## config.mk

```make
export PLATFORM = sky130hd
export DESIGN_NAME = sign_image_gen
export DESIGN_NICKNAME = d
export VERILOG_FILES = /design/src/rtl/sign_image_gen.sv
export SDC_FILE = /design/constraint.sdc
export NUM_CORES = 1
export LEC_CHECK = 0
export CELL_PAD_IN_SITES_DETAIL_PLACEMENT = 2
export CELL_PAD_IN_SITES_GLOBAL_PLACEMENT = 2
export CORE_ASPECT_RATIO = 1.5
export CORE_UTILIZATION = 39
export CTS_BUF_LIST = sky130_fd_sc_hd__clkbuf_8
export CTS_CLUSTER_SIZE = 24
export DETAILED_ROUTE_END_ITERATION = 6
export PLACE_DENSITY_LB_ADDON = 0.1
export SYNTH_ARGS = -nofsm -noshare
export SYNTH_HDL_FRONTEND = slang
export SYNTH_SLANG_ARGS = --single-unit
```

## constraint.sdc

```tcl
create_clock -name clk -period 3.2 [get_ports clk]
set_input_delay 0.32 -clock clk [delete_from_list [all_inputs] [get_ports clk]]
set_output_delay 0.32 -clock clk [all_outputs]
set_load 0.01 [all_outputs]
```

## src/rtl/sign_image_gen.sv

```systemverilog
// sign_image_gen: raster test-pattern source drawing a palm plus raised-finger rectangles for a 4-bit sign code
//   clk, rst            pixel clock, asynchronous active-high reset
//   run                 level, 1 = generate back-to-back frames
//   sign_value/valid    code strobe into the pending register
//   de_t, object_image  active-video qualifier and hand mask pixel
//   pix_x, pix_y        position described by de_t/object_image
//   frame_start/done    pulses at raster (0,0) and (H_TOTAL-1,V_TOTAL-1)
//   finger_mask         {thumb,index,middle,ring,pinky} drawn this frame
//   sign_invalid, busy  active code was 10..15; frame in progress
module sign_image_gen #(
    parameter int H_ACTIVE   = 640,
    parameter int H_TOTAL    = 800,
    parameter int V_ACTIVE   = 480,
    parameter int V_TOTAL    = 525,
    parameter int PALM_X0    = 270,
    parameter int PALM_Y0    = 240,
    parameter int PALM_W     = 100,
    parameter int PALM_H     = 50,
    parameter int FINGER_W   = 12,
    parameter int FINGER_LEN = 60
) (
    input  logic       clk,
    input  logic       rst,
    input  logic       run,
    input  logic [3:0] sign_value,
    input  logic       sign_valid,
    output logic       de_t,
    output logic       object_image,
    output logic [9:0] pix_x,
    output logic [9:0] pix_y,
    output logic       frame_start,
    output logic       frame_done,
    output logic [4:0] finger_mask,
    output logic       sign_invalid,
    output logic       busy
);
    localparam int Q   = PALM_W / 4;
    localparam int OFF = (Q - FINGER_W) / 2;
    localparam logic [9:0] HA   = 10'(H_ACTIVE);
    localparam logic [9:0] HT   = 10'(H_TOTAL - 1);
    localparam logic [9:0] VA   = 10'(V_ACTIVE);
    localparam logic [9:0] VT   = 10'(V_TOTAL - 1);
    localparam logic [9:0] PX_L = 10'(PALM_X0);
    localparam logic [9:0] PX_R = 10'(PALM_X0 + PALM_W - 1);
    localparam logic [9:0] PY_T = 10'(PALM_Y0);
    localparam logic [9:0] PY_B = 10'(PALM_Y0 + PALM_H - 1);
    localparam logic [9:0] FY_T = 10'(PALM_Y0 - FINGER_LEN);
    localparam logic [9:0] FY_B = 10'(PALM_Y0 - 1);
    localparam logic [9:0] TX_L = 10'(PALM_X0 - FINGER_LEN);
    localparam logic [9:0] TX_R = 10'(PALM_X0 - 1);
    localparam logic [9:0] TY_B = 10'(PALM_Y0 + FINGER_W - 1);

    typedef enum logic {IDLE, SCAN} state_t;
    state_t r_state, w_next;
    logic [9:0] r_h, r_v;
    logic [3:0] r_pend, r_act;
    logic       w_scan, w_last, w_load, w_de, w_obj, w_palm, w_fy, w_thumb;
    logic [3:0] w_fx;
    logic [4:0] w_fm;

    assign w_scan = r_state == SCAN;
    assign w_last = w_scan && r_h == HT && r_v == VT;
    // Active code changes only on the edge that moves the counters onto (0,0) of a new frame
    assign w_load = run && (!w_scan || w_last);

    always_comb begin
        w_next = r_state;
        w_next = w_scan ? ((w_last && !run) ? IDLE : SCAN) : (run ? SCAN : IDLE);
    end

    always_ff @(posedge clk or posedge rst) begin
        if (rst) begin
            r_state <= IDLE;
            r_h     <= '0;
            r_v     <= '0;
            r_pend  <= '0;
            r_act   <= '0;
        end else begin
            r_state <= w_next;
            if (!w_scan || w_last) begin
                r_h <= '0;
                r_v <= '0;
            end else if (r_h == HT) begin
                r_h <= '0;
                r_v <= r_v + 10'd1;
            end else begin
                r_h <= r_h + 10'd1;
            end
            if (sign_valid) r_pend <= sign_value;
            // A strobe landing on the copy edge goes straight into the new frame
            if (w_load) r_act <= sign_valid ? sign_value : r_pend;
        end
    end

    always_comb begin
        w_fm = 5'b00000;
        case (r_act)
            4'd1:    w_fm = 5'b01000;
            4'd2:    w_fm = 5'b01100;
            4'd3:    w_fm = 5'b01110;
            4'd4:    w_fm = 5'b01111;
            4'd5:    w_fm = 5'b11111;
            4'd6:    w_fm = 5'b11000;
            4'd7:    w_fm = 5'b10001;
            4'd8:    w_fm = 5'b00111;
            4'd9:    w_fm = 5'b10000;
            default: w_fm = 5'b00000;
        endcase
    end

    genvar k;
    for (k = 1; k <= 4; k++) begin : g_f
        localparam logic [9:0] L = 10'(PALM_X0 + (k - 1) * Q + OFF);
        localparam logic [9:0] R = 10'(PALM_X0 + (k - 1) * Q + OFF + FINGER_W - 1);
        assign w_fx[4-k] = r_h >= L && r_h <= R;
    end

    assign w_de    = w_scan && r_h < HA && r_v < VA;
    assign w_palm  = r_act < 4'd10 && r_h >= PX_L && r_h <= PX_R && r_v >= PY_T && r_v <= PY_B;
    assign w_fy    = r_v >= FY_T && r_v <= FY_B;
    assign w_thumb = w_fm[4] && r_h >= TX_L && r_h <= TX_R && r_v >= PY_T && r_v <= TY_B;
    assign w_obj   = w_de && (w_palm || w_thumb || (w_fy && |(w_fx & w_fm[3:0])));

    always_ff @(posedge clk or posedge rst) begin
        if (rst) begin
            de_t         <= 1'b0;
            object_image <= 1'b0;
            pix_x        <= '0;
            pix_y        <= '0;
            frame_start  <= 1'b0;
            frame_done   <= 1'b0;
            finger_mask  <= '0;
            sign_invalid <= 1'b0;
            busy         <= 1'b0;
        end else begin
            de_t         <= w_de;
            object_image <= w_obj;
            pix_x        <= r_h;
            pix_y        <= r_v;
            frame_start  <= w_scan && r_h == 10'd0 && r_v == 10'd0;
            frame_done   <= w_last;
            finger_mask  <= w_fm;
            sign_invalid <= r_act > 4'd9;
            busy         <= w_scan;
        end
    end
endmodule

```

# Yosys cells after proc, flatten, opt, wreduce, memory -nomap -nowiden
# Memory sizes are Yosys's and may differ from the RTL's.
# Cells that the tools add are included.
# word_totals
mem_bits_ro	80
ff_bits	60
mem_count	1
elab_cells	81
# op_classes
bitwise_logic	1
eq_ne	2
add_sub_neg	2
magnitude_cmp	21
n_reduce_logical	32
mux	8
# memory_table
memory	words	word_bits	rd	rd_ports_with_merged_regs	wr	line	rtl
(no name shown)	16	5	1	0	0	97	case (r_act)
# op_table
op	count
$le A10 B9 Y1 const B	7
$ge A10 B9 Y1 const B	5
$mux W10	4
$ge A10 B8 Y1 const B	3
$logic_and A1 B1 Y1	23
$add A10 B1 Y10 const B	2
$eq A10 B10 Y1 const B	2
$le A10 B8 Y1 const B	2
$logic_not A10 Y1	2
$lt A10 B10 Y1 const B	1
$lt A10 B9 Y1 const B	1
$and A4 B4 Y4	1
$gt A4 B4 Y1 const B	1
$lt A4 B4 Y1 const B	1
$mux W4	1
$reduce_or A4 Y1	1
$logic_or A1 B1 Y1	3
$mux W1	3
$logic_not A1 Y1	2
$reduce_bool A2 Y1	1

# Longest topological paths before layout
# depth
depth_word	8
ltp_mapped	8

# Worst setup path before layout
# No wires, ideal clock.
# synth_timing
kind	register -> register
startpoint	reg r_v[6]
endpoint	reg r_act[0]
path_buffers	1
arrival_ps	1762
setup_time_ps	125
period_less_slack_ps	1887
stages_incl_launch_ff	8
setup_slack_ps	1313
cell_sequence	dfrtp_1 -> buf_6 -> or3_4 -> nor3_4 -> nand4b_2 -> o21ai_4 -> nand2_4 -> mux2_4
# synth_via
elab_chain_cells	4
# synth_rtl
element	line	rtl
from (decl)	55	logic [9:0] r_h, r_v;
from (signal assigned)	85	r_v <= r_v + 10'd1;
$eq A10 B10 Y1	62	assign w_last = w_scan && r_h == HT && r_v == VT;
$logic_and A1 B1 Y1	62	
$logic_or A1 B1 Y1	64	assign w_load = run && (!w_scan || w_last);
$logic_and A1 B1 Y1	64	
to (signal assigned)	91	if (w_load) r_act <= sign_valid ? sign_value : r_pend;
to (decl)	56	logic [3:0] r_pend, r_act;
# Every way passes these cells.
# A chain may end at the register's enable or synchronous reset.

# Worst setup path after layout
# layout_timing
startpoint	reg r_h[1]
endpoint	reg r_v[5]
# layout_via
elab_chain_cells	5
word_cells_on_any_way	6
# layout_rtl
element	line	rtl
from (decl)	55	
from (signal assigned)	87	r_h <= r_h + 10'd1;
$eq A10 B10 Y1 *	62, 83	
$logic_and A1 B1 Y1 (2 in series)	62	
$logic_or A1 B1 Y1	80	if (!w_scan || w_last) begin
$mux W10 or $reduce_bool A2 Y1 (tied branches)	n/a	
# Every way passes the cells marked *; elsewhere a longest branch is shown, timed or not.

==> metrics.md <==
| Metric | Value |
|---|---|
| Hpwl dp | `4980 um` |
| Critical R2R Launch | `r_h[1]` |
| Post-Syn Area | `2780 um^2` |
| Clk buf depth | `2` |
| Hold Fails Final Rpt | `0` |
| Die W | `around 71 um` |
| Mapped Cells | `roughly 260` |
| Area grow syn2layout | `24.1%` |
| First-pass GRT wire length | `11800 um` |
| LEAKAGE | `0.00157 uW` |
| Clk_lat worst skew | `0.36 ns` |
| Top cells by count, synth | `dfrtp_1 (60), nor2_1 (30), nand2_1 (18)` |
| N_diodes | `0` |
| Netlist cell types | `53` |
| H-tree depth | `3` |
| Count leader, synth | `dfrtp_1` |
| FMAX | `428 MHz` |
| Clock Pin Slew Worst Setup and Hold Paths | `about 0.070 ns` |
| Unrepaired setup endpoints after global routing | `no` |
| Initial Utilization | `just over 40%` |
| Synth top area cells | `dfrtp_1 (54%), nor2_1 (4.1%), ha_1 (3.6%)` |
| Reg2reg setup slack | `0.86 ns` |
| Hold buffer count at cts | `0` |
| Area share of the largest cell type after synthesis | `between 50 and 60%` |
| Post-route DRC | `0` |
| Die H | `105 um` |
| GRT overflow | `0` |
| Initial antenna violation count | `0` |
| Fin nets | `306` |
| Setup Buffers After CTS | `0` |
| Slew Limit Fails | `0` |
| Clk root buf | `clkbuf_8` |
| Top Ports | `39` |
| Vias in the first global route | `2297` |
| #FFs+latches synth | `60` |
| Skew final | `between 0.01 and 0.015 ns` |
| Starting DRT DRC Count | `83` |
| Setup TNS | `0 ns` |
| Setup crit start kind | `register` |
| Tightest Pin Transition | `0.905 ns` |
| Syn_nets | `271` |
| Total iterations of the first detailed-routing run | `6` |
| Total wire length | `7240 um` |
| Vias | `2073` |
| Max IR drop VDD | `0.000275 V` |
| Hold Path Class | `input port to asynchronous set/reset pin` |
| Setup Crit Path Kind | `register to register` |
| Endpoints failing setup | `0` |
| Synth Area per Inst | `between 10 and 15 um^2` |
| CP Data Required Time | `between 3 and 4 ns` |
| Top cell type by total area after synthesis | `dfrtp_1` |
| Largest net degree at the start of global routing | `46` |
| Num rows | `37` |
| Final antenna-violating net count | `0` |
| Cts repair resizes | `0` |
| CTS tree | `yes` |
| Arrival time of the worst setup path | `2.56 ns` |
| Vias per cell | `5.56` |
| Sequential share of the synthesized area | `54.1%` |
| P per Cell Area | `approximately 480 nW/um^2` |
| Fin crit share | `73.1%` |
| Core Box Area | `roughly 6900 um^2` |
| CTS Buf Count | `9` |
| Minimum clock period | `2.34 ns` |
| Pwr Total | `1650 uW` |
| CP Max Fanout | `8` |
| Ys Warns | `0` |
| Filler cells | `between 700 and 800` |
| Top FF cell, synth | `dfrtp_1` |
| Routability cong. | `roughly 0.8` |
| R2r worst-path depth | `7` |
| Clk sinks | `60` |
| Max Cap Violations | `0` |
| GRT Overall Usage | `a little over a fifth` |
| Crit end category | `register` |
| Share of cells above drive strength 1 | `11.5%` |
| Status | `finished clean` |
| Die area | `7470 um^2` |
| Slew HR | `approximately two fifths` |
| Crit Reg-Reg Endpoint | `r_v[5]` |
| Per-cell routed wire length | `19.4 um` |
| Number of synthesized flops with an enable pin | `0` |
| FFs w/ async S/R, synth | `100%` |
| Port Buffers | `38` |
cell type report:
class / count / area, um^2 / area share (%)
Timing Repair Buffer: 40 / 395 / 11.5
Clock buffer: 11 / 151 / 4.39
Inverter: 8 / 30.0 / 0.871
Multi-Input combinational cell: 171 / 1170 / 34.0
Sequential cell: 60 / 1500 / 43.5
Clock inverter: 5 / 98.8 / 2.87
Tap cell: 78 / 97.6 / 2.83
layout by cell type (no fill, tap or decap), types with 4 or more instances in the layout:
master,netlist,final
dfrtp_1,60,60
clkdlybuf4s50_1,0,38
nor2_1,30,30
nand2_1,18,18
xor2_1,11,11
clkbuf_8,0,11
nor3_1,8,8
nand3_1,8,8
inv_1,8,8
ha_1,8,8
a21oi_1,7,7
nand4_1,6,6
xnor2_1,6,6
and2_1,5,5
o21ai_0,5,5
nor2b_1,4,4
mux2_2,4,4
mux2_4,4,4
sequential cells by signal, indices dropped and copies added, names as in the netlist:
| register | count |
|---|---|
| pix_x | 10 |
| pix_y | 10 |
| r_h | 10 |
| r_v | 10 |
| finger_mask | 5 |
| r_act | 4 |
| r_pend | 4 |
| busy | 1 |
| de_t | 1 |
| frame_done | 1 |
| frame_start | 1 |
| object_image | 1 |
| r_state | 1 |
| sign_invalid | 1 |
where the power goes:
part           total (uW)  leakage, uW  internal (uW)  switching (uW)
registers             764     0.000790            763            1.06
logic                33.7     0.000650           14.2            19.5
clock network         854     0.000131            556             299
worst max-delay path: stages (launching register included):
cell and delay, ns:
dfrtp_1 0.48, ha_1 0.25, and4_1 0.31, nand4_2 0.25, nor3_1 0.46, nand2_1 0.13, xor2_1 0.24, nor2_1 0.08
stage by stage:
stage | utilization [%] | area, um^2 | worst slack (ns) | hold WS [ns] | std cells
3_5_place_dp | 46.7 | 3200 | 0.900 | 0.480 | 357
5_1_grt | 50.3 | 3450 | 0.672 | 0.515 | 373
6_report | 50.3 | 3450 | 0.862 | 0.483 | 373
3_3_place_gp | 46.7 | 3200 | 0.957 | 0.478 | 357
2_1_floorplan | - | 2780 | 1.31 | 0.349 | 255
4_1_cts | 50.3 | 3450 | 0.818 | 0.506 | 373
metal layers:
| metal | share of wire (%) | GRT usage [%] | up-vias |
|---|---|---|---|
| met1 | 39 | 22.8 | 1055 |
| met4 | 2.9 | 10.3 | 0 |
| met5 | 0 | 0 | - |
| met2 | 54 | 38.3 | 46 |
| li1 | - | - | 957 |
| met3 | 3.7 | 5.64 | 15 |
logic make-up (layout without fill, tap and decap cells):
logic type	count (synthesis)	count (layout)	share of synthesized area, %
DFF	60	60	54.1
and+or+nand+nor	107	107	21.7
adders and majority gates	8	8	3.60
AOI/OAI and AO/OA	31	31	7.79
buffers and inverters	24	64	3.69
muxes	8	8	3.78
xor gates and xnor gates	17	17	5.36
worst max-delay path by stage:
stage,startpoint,to,slack (ns),depth (start not counted)
3_3_place_gp,r_h[0],r_act[1],0.96,6
5_1_grt,r_h[1],r_v[5],0.67,7
2_1_floorplan,r_v[6],r_act[0],1.31,7
6_report,r_h[1],r_v[5],0.86,7
4_1_cts,r_h[1],r_v[5],0.82,7
3_5_place_dp,r_h[1],r_act[3],0.90,6
(Power assumes the default switching activity.)
